### config.mk
export PLATFORM = sky130hd
export DESIGN_NAME = pmu_ahb_master
export DESIGN_NICKNAME = d
export VERILOG_FILES = /design/src/rtl/pmu_ahb_pkg.sv /design/src/rtl/pmu_ahb_wdog.sv /design/src/rtl/pmu_ahb_master.sv
export SDC_FILE = /design/constraint.sdc
export NUM_CORES = 1
export LEC_CHECK = 0
export CORE_MARGIN = 2
export CORE_UTILIZATION = 40
export CTS_CLUSTER_SIZE = 40
export DETAILED_ROUTE_END_ITERATION = 8
export PLACE_DENSITY = 0.87
export SYNTH_ARGS = -nofsm -noshare
export SYNTH_HDL_FRONTEND = slang
export SYNTH_SLANG_ARGS = --single-unit
### constraint.sdc
create_clock -name clk_i -period 3.1 [get_ports clk_i]
set_clock_uncertainty 0.05 [all_clocks]
set_input_delay 0.465 -clock clk_i [delete_from_list [all_inputs] [get_ports clk_i]]
set_output_delay 0.465 -clock clk_i [all_outputs]
set_load 0.03 [all_outputs]
### src/rtl/pmu_ahb_pkg.sv
// -----------------------------------------------------------------------------
// pmu_ahb_pkg
// Shared AHB-Lite encodings and the FSM state type for the PMU AHB master.
//   HTRANS_IDLE / HTRANS_NONSEQ : htrans encodings used by a single-transfer master
//   HRESP_OKAY  / HRESP_ERROR   : hresp encodings returned by the PMU slave
//   HSIZE_WORD / HBURST_SINGLE  : fixed transfer attributes
//   ahbm_state_t                : IDLE, ADDR, DATA, RESP
// -----------------------------------------------------------------------------
package pmu_ahb_pkg;

    localparam logic [1:0] HTRANS_IDLE   = 2'b00;
    localparam logic [1:0] HTRANS_NONSEQ = 2'b10;

    localparam logic [1:0] HRESP_OKAY    = 2'b00;
    localparam logic [1:0] HRESP_ERROR   = 2'b01;

    localparam logic [2:0] HSIZE_WORD    = 3'b010;
    localparam logic [2:0] HBURST_SINGLE = 3'b000;

    typedef enum logic [1:0] {
        IDLE = 2'b00,
        ADDR = 2'b01,
        DATA = 2'b10,
        RESP = 2'b11
    } ahbm_state_t;

endpackage

### src/rtl/pmu_ahb_wdog.sv
// -----------------------------------------------------------------------------
// pmu_ahb_wdog
// Wait-state watchdog for the PMU AHB master. Only built when
// PMU_AHB_MASTER_TIMEOUT_EN is defined.
// Counts consecutive stalled cycles (enable_i high); any non-stalled cycle
// restarts the count. expired_o is asserted combinationally during the
// TIMEOUT_CYCLES-th consecutive stalled cycle so the master can abort on
// the very edge where the count would reach TIMEOUT_CYCLES.
// Ports:
//   clk_i     clock
//   rst_i     synchronous active-high reset
//   clear_i   restart counting (new transfer entering the address phase)
//   enable_i  current cycle is a stalled bus cycle
//   expired_o stall limit reached this cycle
// -----------------------------------------------------------------------------
`ifdef PMU_AHB_MASTER_TIMEOUT_EN
module pmu_ahb_wdog #(
    parameter int TIMEOUT_CYCLES = 256
) (
    input  logic clk_i,
    input  logic rst_i,
    input  logic clear_i,
    input  logic enable_i,
    output logic expired_o
);

    localparam int CNT_W = $clog2(TIMEOUT_CYCLES + 1);
    localparam logic [CNT_W-1:0] LAST_STALL = CNT_W'(TIMEOUT_CYCLES - 1);

    logic [CNT_W-1:0] count_r;

    assign expired_o = enable_i & (count_r == LAST_STALL);

    // Consecutive stall counter, saturating once the limit is hit.
    always_ff @(posedge clk_i) begin
        if (rst_i || clear_i) begin
            count_r <= {CNT_W{1'b0}};
        end else if (enable_i) begin
            if (!expired_o) begin
                count_r <= count_r + {{(CNT_W-1){1'b0}}, 1'b1};
            end else begin
                count_r <= count_r;
            end
        end else begin
            count_r <= {CNT_W{1'b0}};
        end
    end

endmodule
`endif

### src/rtl/pmu_ahb_master.sv
// -----------------------------------------------------------------------------
// pmu_ahb_master
// Single-outstanding AHB-Lite master in front of the PMU slave port. A
// valid/ready register request becomes one NONSEQ single word transfer; the
// result comes back as a one-cycle rsp_valid_o pulse with data and status.
// Requests outside the PMU window complete with an error and no bus activity.
//
// Optional feature (macro PMU_AHB_MASTER_TIMEOUT_EN): a wait-state watchdog
// aborts a transfer after TIMEOUT_CYCLES consecutive hready_i=0 cycles and
// pulses timeout_o together with the error response.
//
// Ports:
//   clk_i, rst_i                 clock, synchronous active-high reset
//   req_valid_i / req_ready_o    request handshake
//   req_write_i, req_addr_i,
//   req_wdata_i                  request direction, byte address, write data
//   rsp_valid_o                  one-cycle completion pulse
//   rsp_rdata_o, rsp_err_o       read data / error, held until next response
//   hsel_o, haddr_o, htrans_o,
//   hwrite_o, hsize_o, hburst_o,
//   hwdata_o                     AHB-Lite master outputs
//   hrdata_i, hready_i, hresp_i  AHB-Lite slave responses
//   timeout_o                    watchdog abort pulse (macro only)
// -----------------------------------------------------------------------------
module pmu_ahb_master
    import pmu_ahb_pkg::*;
#(
    parameter int                    DATA_WIDTH     = 32,
    parameter int                    ADDR_WIDTH     = 32,
    parameter logic [ADDR_WIDTH-1:0] HADDR_BASE     = 32'h8010_0000,
    parameter logic [ADDR_WIDTH-1:0] HMASK          = 32'h0000_0fff,
    parameter int                    TIMEOUT_CYCLES = 256
) (
    input  logic                  clk_i,
    input  logic                  rst_i,
    input  logic                  req_valid_i,
    output logic                  req_ready_o,
    input  logic                  req_write_i,
    input  logic [ADDR_WIDTH-1:0] req_addr_i,
    input  logic [DATA_WIDTH-1:0] req_wdata_i,
    output logic                  rsp_valid_o,
    output logic [DATA_WIDTH-1:0] rsp_rdata_o,
    output logic                  rsp_err_o,
    output logic                  hsel_o,
    output logic [ADDR_WIDTH-1:0] haddr_o,
    output logic [1:0]            htrans_o,
    output logic                  hwrite_o,
    output logic [2:0]            hsize_o,
    output logic [2:0]            hburst_o,
    output logic [DATA_WIDTH-1:0] hwdata_o,
    input  logic [DATA_WIDTH-1:0] hrdata_i,
    input  logic                  hready_i,
    input  logic [1:0]            hresp_i
`ifdef PMU_AHB_MASTER_TIMEOUT_EN
    ,
    output logic                  timeout_o
`endif
);

    ahbm_state_t           state_r;
    ahbm_state_t           state_next_s;

    logic [ADDR_WIDTH-1:0] addr_r;
    logic [DATA_WIDTH-1:0] wdata_r;
    logic                  write_r;
    logic                  err_r;
    logic                  err_next_s;
    logic                  data_err_s;

    logic                  hsel_r;
    logic [1:0]            htrans_r;
    logic                  rsp_valid_r;
    logic                  rsp_err_r;
    logic                  rsp_err_next_s;
    logic [DATA_WIDTH-1:0] rsp_rdata_r;
    logic [DATA_WIDTH-1:0] rsp_rdata_next_s;

    logic                  handshake_s;
    logic                  hit_s;
    logic                  timeout_s;

    // Ready is withheld while reset is asserted so nothing is accepted then.
    assign req_ready_o = (state_r == IDLE) & ~rst_i;
    assign handshake_s = req_valid_i & req_ready_o;
    assign hit_s       = ((req_addr_i ^ HADDR_BASE) & ~HMASK) == {ADDR_WIDTH{1'b0}};

    assign hsel_o      = hsel_r;
    assign htrans_o    = htrans_r;
    assign haddr_o     = addr_r;
    assign hwrite_o    = write_r;
    assign hwdata_o    = wdata_r;
    assign hsize_o     = HSIZE_WORD;
    assign hburst_o    = HBURST_SINGLE;
    assign rsp_valid_o = rsp_valid_r;
    assign rsp_err_o   = rsp_err_r;
    assign rsp_rdata_o = rsp_rdata_r;

`ifdef PMU_AHB_MASTER_TIMEOUT_EN
    logic wdog_clear_s;
    logic wdog_enable_s;
    logic timeout_r;

    assign wdog_clear_s  = handshake_s & hit_s;
    assign wdog_enable_s = ((state_r == ADDR) | (state_r == DATA)) & ~hready_i;
    assign timeout_o     = timeout_r;

    pmu_ahb_wdog #(
        .TIMEOUT_CYCLES (TIMEOUT_CYCLES)
    ) u_wdog (
        .clk_i     (clk_i),
        .rst_i     (rst_i),
        .clear_i   (wdog_clear_s),
        .enable_i  (wdog_enable_s),
        .expired_o (timeout_s)
    );

    // Abort pulse lines up with the error response it causes.
    always_ff @(posedge clk_i) begin
        if (rst_i) begin
            timeout_r <= 1'b0;
        end else begin
            timeout_r <= timeout_s;
        end
    end
`else
    logic [31:0] unused_timeout_cfg_s;

    assign timeout_s            = 1'b0;
    assign unused_timeout_cfg_s = 32'(TIMEOUT_CYCLES);
`endif

    // Next-state, sticky bus error and next response contents.
    always_comb begin
        state_next_s     = state_r;
        err_next_s       = err_r;
        rsp_err_next_s   = rsp_err_r;
        rsp_rdata_next_s = rsp_rdata_r;
        // ERROR may arrive in the first (hready=0) cycle of a two-cycle response.
        data_err_s       = err_r | (hresp_i == HRESP_ERROR);

        case (state_r)
            IDLE: begin
                if (handshake_s) begin
                    err_next_s = 1'b0;
                    if (hit_s) begin
                        state_next_s = ADDR;
                    end else begin
                        state_next_s     = RESP;
                        rsp_err_next_s   = 1'b1;
                        rsp_rdata_next_s = {DATA_WIDTH{1'b0}};
                    end
                end else begin
                    state_next_s = IDLE;
                end
            end
            ADDR: begin
                if (timeout_s) begin
                    state_next_s     = RESP;
                    rsp_err_next_s   = 1'b1;
                    rsp_rdata_next_s = {DATA_WIDTH{1'b0}};
                end else if (hready_i) begin
                    state_next_s = DATA;
                end else begin
                    state_next_s = ADDR;
                end
            end
            DATA: begin
                err_next_s = data_err_s;
                if (timeout_s) begin
                    state_next_s     = RESP;
                    rsp_err_next_s   = 1'b1;
                    rsp_rdata_next_s = {DATA_WIDTH{1'b0}};
                end else if (hready_i) begin
                    state_next_s     = RESP;
                    rsp_err_next_s   = data_err_s;
                    rsp_rdata_next_s = (data_err_s | write_r) ? {DATA_WIDTH{1'b0}} : hrdata_i;
                end else begin
                    state_next_s = DATA;
                end
            end
            RESP: begin
                state_next_s = IDLE;
            end
            default: begin
                state_next_s = IDLE;
            end
        endcase
    end

    // State, request capture and registered bus/response outputs. Bus outputs
    // are derived from the next state so they change on the same edge as it.
    always_ff @(posedge clk_i) begin
        if (rst_i) begin
            state_r     <= IDLE;
            addr_r      <= {ADDR_WIDTH{1'b0}};
            wdata_r     <= {DATA_WIDTH{1'b0}};
            write_r     <= 1'b0;
            err_r       <= 1'b0;
            hsel_r      <= 1'b0;
            htrans_r    <= HTRANS_IDLE;
            rsp_valid_r <= 1'b0;
            rsp_err_r   <= 1'b0;
            rsp_rdata_r <= {DATA_WIDTH{1'b0}};
        end else begin
            state_r <= state_next_s;
            err_r   <= err_next_s;
            if (handshake_s) begin
                addr_r  <= req_addr_i;
                wdata_r <= req_wdata_i;
                write_r <= req_write_i;
            end
            hsel_r      <= (state_next_s == ADDR);
            htrans_r    <= (state_next_s == ADDR) ? HTRANS_NONSEQ : HTRANS_IDLE;
            rsp_valid_r <= (state_next_s == RESP);
            rsp_err_r   <= rsp_err_next_s;
            rsp_rdata_r <= rsp_rdata_next_s;
        end
    end

endmodule

==> results of run 1 <==
-- Yosys cell counts --
| master | number | area, sq um |
|---|---|---|
| sky130_fd_sc_hd__dfxtp_1 | 103 | 2060 |
| sky130_fd_sc_hd__nand2_1 | 68 | 255 |
| sky130_fd_sc_hd__nand2b_1 | 66 | 413 |
| sky130_fd_sc_hd__o21ai_0 | 65 | 325 |
| sky130_fd_sc_hd__a21oi_1 | 64 | 320 |
| sky130_fd_sc_hd__clkbuf_1 | 30 | 113 |
| sky130_fd_sc_hd__a211oi_1 | 24 | 180 |
| sky130_fd_sc_hd__a211oi_2 | 8 | 100 |
| sky130_fd_sc_hd__buf_2 | 8 | 40.0 |
| sky130_fd_sc_hd__buf_4 | 8 | 60.1 |
| sky130_fd_sc_hd__nor3_1 | 4 | 20.0 |
| sky130_fd_sc_hd__nor2_1 | 3 | 11.3 |
| sky130_fd_sc_hd__nor2b_1 | 3 | 18.8 |
| sky130_fd_sc_hd__nor4b_1 | 3 | 26.3 |
| sky130_fd_sc_hd__conb_1 | 2 | 7.51 |
| sky130_fd_sc_hd__nor4_1 | 2 | 12.5 |
| sky130_fd_sc_hd__or4b_2 | 2 | 20.0 |
| sky130_fd_sc_hd__a21o_1 | 1 | 7.51 |
| sky130_fd_sc_hd__a22o_1 | 1 | 8.76 |
| sky130_fd_sc_hd__a22oi_1 | 1 | 7.51 |
| sky130_fd_sc_hd__and2_1 | 1 | 6.26 |
| sky130_fd_sc_hd__and3_1 | 1 | 6.26 |
| sky130_fd_sc_hd__inv_1 | 1 | 3.75 |
| sky130_fd_sc_hd__nor3_4 | 1 | 16.3 |
| sky130_fd_sc_hd__nor4b_2 | 1 | 15.0 |
| sky130_fd_sc_hd__o211a_1 | 1 | 10.0 |
| sky130_fd_sc_hd__o21a_1 | 1 | 7.51 |
| sky130_fd_sc_hd__o21ai_1 | 1 | 5.00 |
| sky130_fd_sc_hd__or3b_2 | 1 | 8.76 |
| sky130_fd_sc_hd__or4_1 | 1 | 7.51 |
| sky130_fd_sc_hd__or4b_1 | 1 | 10.0 |
-- layout make-up --
| cell class | count | area, sq um | share of cell area (%) |
|---|---|---|---|
| repair buffers | 211 | 2100 | 32.9 |
| clock inverters | 5 | 56.3 | 0.880 |
| clock buffers | 11 | 151 | 2.37 |
| multi-input cells | 332 | 1850 | 29.0 |
| flip-flops and latches | 103 | 2060 | 32.2 |
| inverters | 1 | 3.75 | 0.0587 |
| well taps | 133 | 166 | 2.60 |
-- per-stage QoR --
step / std cells / utilization (%) / hold WS [ps]
after floorplan: 482 / - / 443
after global placement: 780 / 62.7 / 409
after detailed placement: 780 / 62.7 / 416
after CTS: 796 / 64.8 / 342
after global routing: 796 / 64.8 / 340
final: 796 / 64.8 / 355
-- kinds of logic after synthesis --
kind of cell	share of synthesized area, %
flops	50.2
other cells	0.183
buf+inv	5.27
compound gates	23.7
simple gates	20.6
-- layout by cell type (no fill, tap or decap), drive strengths merged, types with 5 or more instances in the layout --
| cell | synthesis | final |
|---|---|---|
| nor3 | 5 | 5 |
| a211oi | 32 | 32 |
| nand2 | 68 | 68 |
| clkbuf | 30 | 11 |
| clkdlybuf4s50 | 0 | 203 |
| buf | 16 | 8 |
| conb | 2 | 7 |
| o21ai | 66 | 66 |
| dfxtp | 103 | 103 |
| a21oi | 64 | 64 |
| nand2b | 66 | 66 |
-- worst register-to-register path, delay by kind of cell, from the launching register on --
kind	cells	cell delay, ps
AOI/OAI and AO/OA	3	1190
DFF	1	550
and+or+nand+nor	1	190
-- final timing paths --
path	cells past startpoint	start	end	slack, ps
min	2	rst_i	err_r	360
max reg2reg	4	state_r[1]	rsp_rdata_o[27]	1050
max	2	state_r[1]	req_ready_o	870
min reg2reg	2	hwdata_o[12]	hwdata_o[12]	430
-- state kept, by name (all words and copies together) (netlist names) --
name	cells
haddr_o	32
hwdata_o	32
rsp_rdata_o	32
state_r	2
err_r	1
htrans_o	1
hwrite_o	1
rsp_err_o	1
rsp_valid_o	1
-- power by group through the flow --
stage	combinational, mW	sequential, mW	clock [mW]
after global routing	0.811	1.48	0.940
final	0.759	1.47	0.863
after CTS	0.763	1.47	0.887
after floorplan	0.229	1.67	0
after detailed placement	0.760	1.50	0
after global placement	0.747	1.50	0
-- layer usage --
layer	track usage [%]	up-vias	part of all wire (%)
met5	0	-	0
met4	6.95	0	1.4
met3	6.00	14	8.9
met2	32.0	148	47
met1	24.5	1758	43
li1	-	1984	-
==> results.txt, run 1 <==
----------------------------------------------------
[Setup path]
  CP endpoint kind ... primary output
  Worst setup SP type ... register
  Worst path cell trace ... nor3_1 -> clkdlybuf4s50_1
  WP buf/inv ... 1
  Largest stage delay on the critical path ... 710 ps
  Data arrival, critical path ... 1720 ps
  Peak fanout along the critical path ... 10
  Slowest cell on crit path ... sky130_fd_sc_hd__clkdlybuf4s50_1
  Worst EP required ... 2580 ps
  CP Class ... reg -> out
  Family of cells with the greatest summed delay on the critical path ... buffers and inverters

[Cells and area]
  Fraction of final layout cells sized beyond drive strength 1 ... 5.58%
  Signed area change from the synthesized netlist to the final layout ... 55.8%
  Net count reported at finish ... 761
  # diodes ... 0
  Design Area, Final ... 6400 sq um
  Filler Cell Count ... 765

[Routing]
  Wirelength, routed ... 11300 microns
  Iteration count of the initial detailed-routing pass ... 4
  Drt drc ... 0
  Average vias per placed instance ... 4.90
  Count of nets left with antenna violations after detail routing ... 0
  Total number of vias ... 3904
  Number of DRC markers after the initial detailed-route iteration ... 111
  Routed len/inst ... 14.1 microns

[Power]
  Peak VDD IR ... 0.000276 V
  Leakage component of the power ... 2.20 nW
  Power density over the cells ... 484 nW/um^2
  Proportion of power drawn by combinational gates ... 24.5%
  Internal power consumption ... 2.18 mW
  Sw Ratio ... 29.4%
  Sequential share of power ... 47.6%
  Switching power of the nets ... 0.911 mW
  Total design power ... 3.09 mW
  Clock network fraction of design power ... 27.9%

[Worst hold path]
  Worst hold-check path type ... in -> reg

[Global routing]
  Overall fraction of global-route tracks in use ... 19.6%
  Total grt overflow ... 0
  Antenna violations before repair ... 0
  Number of global-route vias before repair ... 3737
  Global-route wire length before repair ... 18000 microns
  Largest net degree at the start of global routing ... 65

[Clocking]
  Later-pin clock latency in the skew report ... 350 ps
  Number of instances resized during post-cts repair ... 0
  Post-CTS Setup Bufs ... 0
  Worst-case clock buffer depth ... 2
  Clk root buf ... sky130_fd_sc_hd__clkbuf_8
  Clock-pin slew of the registers on the worst-case setup and hold paths ... 100 ps
  Number of buffers added by the clock tree synthesis step ... 9
  TritonCTS clock tree ... yes
  Cts-stage hold buffer count ... 0
  Clock sinks ... 103
  Number of levels the H-tree was split into ... 3

[Placement]
  Routability-driven placement congestion ratio ... 0.777
  # port buffers ... 204
  HPWL Detailed ... 8110 microns
  Total cell area at the placement stage ... 6190 sq um
  Placement Setup Slack ... 525 ps

[STA]
  RSZ-0062 raised after global routing ... no
  Post-route worst setup slack ... 866 ps
  Actual slew at the worst max-slew pin ... 1020 ps
  Final count of hold timing violations ... 0
  Final-report setup violation count ... 0
  Post-route setup TNS ... 0 ps
  Final critical path time including I/O delays and setup ... 2230 ps
  Maximum frequency from static timing analysis ... 448 MHz
  Fin crit share ... 72.1%
  Number of pins exceeding their max-slew limit in the final report ... 0
  Slew headroom ... 32.0%

[Floorplanning]
  Die Wd ... 105 microns
  Boundary Pins ... 212
  Area of the die ... 11100 sq um
  Vertical die dimension ... 105 microns
  Initial core utilization ... 41.6%
  Core area ... 9860 sq um
  Number of standard-cell rows in the floorplan ... 36

[Synthesis]
  Part of the Yosys area used for sequential elements ... 50.2%
  Number of distinct library cells after synthesis ... 31
  Post-synthesis area per instance ... 8.61 sq um
  Gate Count Post-Synth ... 477
  Number of register bits inferred by synthesis ... 103
  Yosys warning count ... 0
  Post-synthesis instance area ... 4110 sq um

[Status]
  Status ... complete, no violations

[Run]
  Max-cap violation count ... 0

----------------------------------------------------
Power figures use the tool's default switching activity.
==> run 2, diff against run 1 <==
==> constraint.sdc (replaced) <==
create_clock -name clk_i -period 2.2 [get_ports clk_i]
set_clock_uncertainty 0.05 [all_clocks]
set_input_delay 0.33 -clock clk_i [delete_from_list [all_inputs] [get_ports clk_i]]
set_output_delay 0.33 -clock clk_i [all_outputs]
set_load 0.03 [all_outputs]
==> run 2 against run 1 <==
Final cell count rose by 0.25%; die area did not move; global-route usage rose by 0.45 points; design area rose by 0.86%; routed wire length rose by 0.92%; clock-buffer cell count fell by 1; flip-flop and latch count did not move; first-iteration DRC count rose by 13%; critical path type is now in -> reg; largest power group unchanged.
==> results.txt, run 2 (same netlist as run 1, synthesis figures left out) <==
----------------------------------------------------
[Cells and area]
  # diodes ... 0
  Design Area, Final ... 6450 sq um
  Net count reported at finish ... 763
  Non-Filler Instances ... 798
  Most frequent standard cell in the layout excluding fill and tap cells ... sky130_fd_sc_hd__clkdlybuf4s50_1
  Filler Cell Count ... 805
  Core utilization of the finished layout ... 65.4%
  Signed area change from the synthesized netlist to the final layout ... 57.1%
  Commonest cells after routing, fill and taps aside ... 202 x sky130_fd_sc_hd__clkdlybuf4s50_1, 103 x sky130_fd_sc_hd__dfxtp_1, 68 x sky130_fd_sc_hd__nand2_1
  Fraction of final layout cells sized beyond drive strength 1 ... 5.71%

[Clocking]
  TritonCTS clock tree ... yes
  Clock-pin slew of the registers on the worst-case setup and hold paths ... 100 ps
  Cts-stage hold buffer count ... 0
  Number of buffers added by the clock tree synthesis step ... 9
  Later-pin clock latency in the skew report ... 360 ps
  Worst-case clock buffer depth ... 2
  Number of levels the H-tree was split into ... 3
  Clk root buf ... sky130_fd_sc_hd__clkbuf_8
  Post-CTS Setup Bufs ... 0
  Clock sinks ... 103

[Setup path]
  CP Class ... in -> reg
  Largest stage delay on the critical path ... 710 ps
  Slowest cell on crit path ... sky130_fd_sc_hd__or4b_2
  Peak fanout along the critical path ... 32
  Worst EP required ... 2420 ps
  Data arrival, critical path ... 2220 ps
  Worst path cell trace ... clkdlybuf4s50_1 -> or4b_2 -> nor3_1 -> nand2_1 -> buf_12 -> a211oi_1
  CP endpoint kind ... register
  Worst setup SP type ... primary input
  Cell depth of the worst flop-to-flop path ... 5

[Floorplanning]
  Vertical die dimension ... 105 microns
  Die Wd ... 105 microns
  Boundary Pins ... 212
  Core area ... 9860 sq um
  Area of the die ... 11100 sq um
  Number of standard-cell rows in the floorplan ... 36
  Initial core utilization ... 41.6%

[Worst hold path]
  Worst hold-check path type ... in -> reg
  Number of cells traversed by the worst hold path ... 2

[Routing]
  Count of nets left with antenna violations after detail routing ... 0
  Routed len/inst ... 14.2 microns
  Number of DRC markers after the initial detailed-route iteration ... 125
  Iteration count of the initial detailed-routing pass ... 4
  Wirelength, routed ... 11400 microns
  Average vias per placed instance ... 4.94
  Total number of vias ... 3946
  Drt drc ... 0

[Power]
  Sequential share of power ... 47.8%
  Power density over the cells ... 673 nW/um^2
  Switching power of the nets ... 1.31 mW
  Proportion of power drawn by combinational gates ... 25.0%
  Clock network fraction of design power ... 27.2%
  Total design power ... 4.34 mW
  Leakage component of the power ... 2.23 nW
  Peak VDD IR ... 0.000470 V
  Internal power consumption ... 3.04 mW
  Sw Ratio ... 30.1%

[STA]
  RSZ-0062 raised after global routing ... no
  Maximum frequency from static timing analysis ... 500 MHz
  Fin crit share ... 90.9%
  Final-report setup violation count ... 0
  Number of pins exceeding their max-slew limit in the final report ... 0
  Final critical path time including I/O delays and setup ... 2000 ps
  Final count of hold timing violations ... 0
  Post-route worst setup slack ... 201 ps

[Global routing]
  Antenna violations before repair ... 0
  Overall fraction of global-route tracks in use ... 20.1%
  Number of global-route vias before repair ... 3815
  Largest net degree at the start of global routing ... 69
  Global-route wire length before repair ... 18400 microns
  Total grt overflow ... 0

[Placement]
  Placement Setup Slack ... -216 ps
  Total cell area at the placement stage ... 6250 sq um
  # port buffers ... 204
  Post-placement cell count ... 782
  HPWL Detailed ... 8270 microns
  Routability-driven placement congestion ratio ... 0.800

[Run]
  Max-cap violation count ... 0

[Status]
  Status ... complete, no violations

----------------------------------------------------
==> run 2: cell types whose count changed in the layout (fill, tap and decap cells not counted) <==
cell	before	now
sky130_fd_sc_hd__buf_12	1	5
sky130_fd_sc_hd__buf_4	6	4
sky130_fd_sc_hd__clkbuf_8	11	9
sky130_fd_sc_hd__inv_6	0	2
sky130_fd_sc_hd__clkbuf_1	0	1
sky130_fd_sc_hd__clkdlybuf4s50_1	203	202
sky130_fd_sc_hd__clkinv_2	2	1
sky130_fd_sc_hd__clkinv_4	1	0
sky130_fd_sc_hd__clkinvlp_4	1	2
sky130_fd_sc_hd__dlymetal6s2s_1	0	1
==> run 2: critical path, delay by kind of cell <==
family / cells / cell delay, ps
AO/OA/AOI/OAI: 1 / 230
buffers and inverters: 2 / 620
AND/OR/NAND/NOR: 3 / 1030
==> run 2: path summary, 6_finish.rpt <==
path,startpoint,end,slack [ps]
worst max-delay path,req_addr_i[12],rsp_rdata_o[30],200
worst min-delay path,rst_i,err_r,230
worst max register to register,err_r,rsp_rdata_o[1],330
worst min register to register,haddr_o[22],haddr_o[22],420
==> run 2: timing repair <==
item                                   4_1_cts  5_1_grt
endpoints found under the hold margin        0        0
gates resized for setup                      0        1
setup endpoints to repair                    0        1
==> run 2: final cells by class <==
type,count,area (sq um),area share (%)
flip-flops and latches,103,2060,32.0
clock inverters,6,67.6,1.05
clock buffers,10,128,1.98
well taps,133,166,2.58
multi-input cells,332,1850,28.7
inverters,1,3.75,0.0582
repair buffers,213,2170,33.6
==> run 2: metal layers <==
layer  global-route usage, %  part of all wire, %  routed length, microns
met5                       0                    0                       0
met4                    7.71                  1.5                     176
met3                    6.56                  8.3                     943
met2                    34.0                   49                    5520
met1                    23.5                   41                    4710
==> run 2: per-stage QoR <==
step	hold slack [ps]	setup TNS, ps
floorplan	389	0
global placement	408	-3830
CTS	205	0
detailed placement	415	-4110
finish	227	0
global route	214	0
==> run 2: power groups by stage <==
stage               registers, mW  logic [mW]  clock network [mW]
floorplan                    2.35       0.322                   0
detailed placement           2.12        1.09                   0
CTS                          2.08        1.10                1.23
finish                       2.07        1.09                1.18
global route                 2.09        1.16                1.29
global placement             2.11        1.07                   0
==> run 3, diff against run 2 <==
--- a/config.mk
+++ b/config.mk
@@ -7,9 +7,11 @@
 export LEC_CHECK = 0
 export CORE_MARGIN = 2
 export CORE_UTILIZATION = 40
+export CTS_CLUSTER_DIAMETER = 100
 export CTS_CLUSTER_SIZE = 40
 export DETAILED_ROUTE_END_ITERATION = 8
 export PLACE_DENSITY = 0.87
+export SLEW_MARGIN = 20
 export SYNTH_ARGS = -nofsm -noshare
 export SYNTH_HDL_FRONTEND = slang
 export SYNTH_SLANG_ARGS = --single-unit
==> results of run 3 <==
The final DEF is identical to that of run 2; final timing and power are the same.
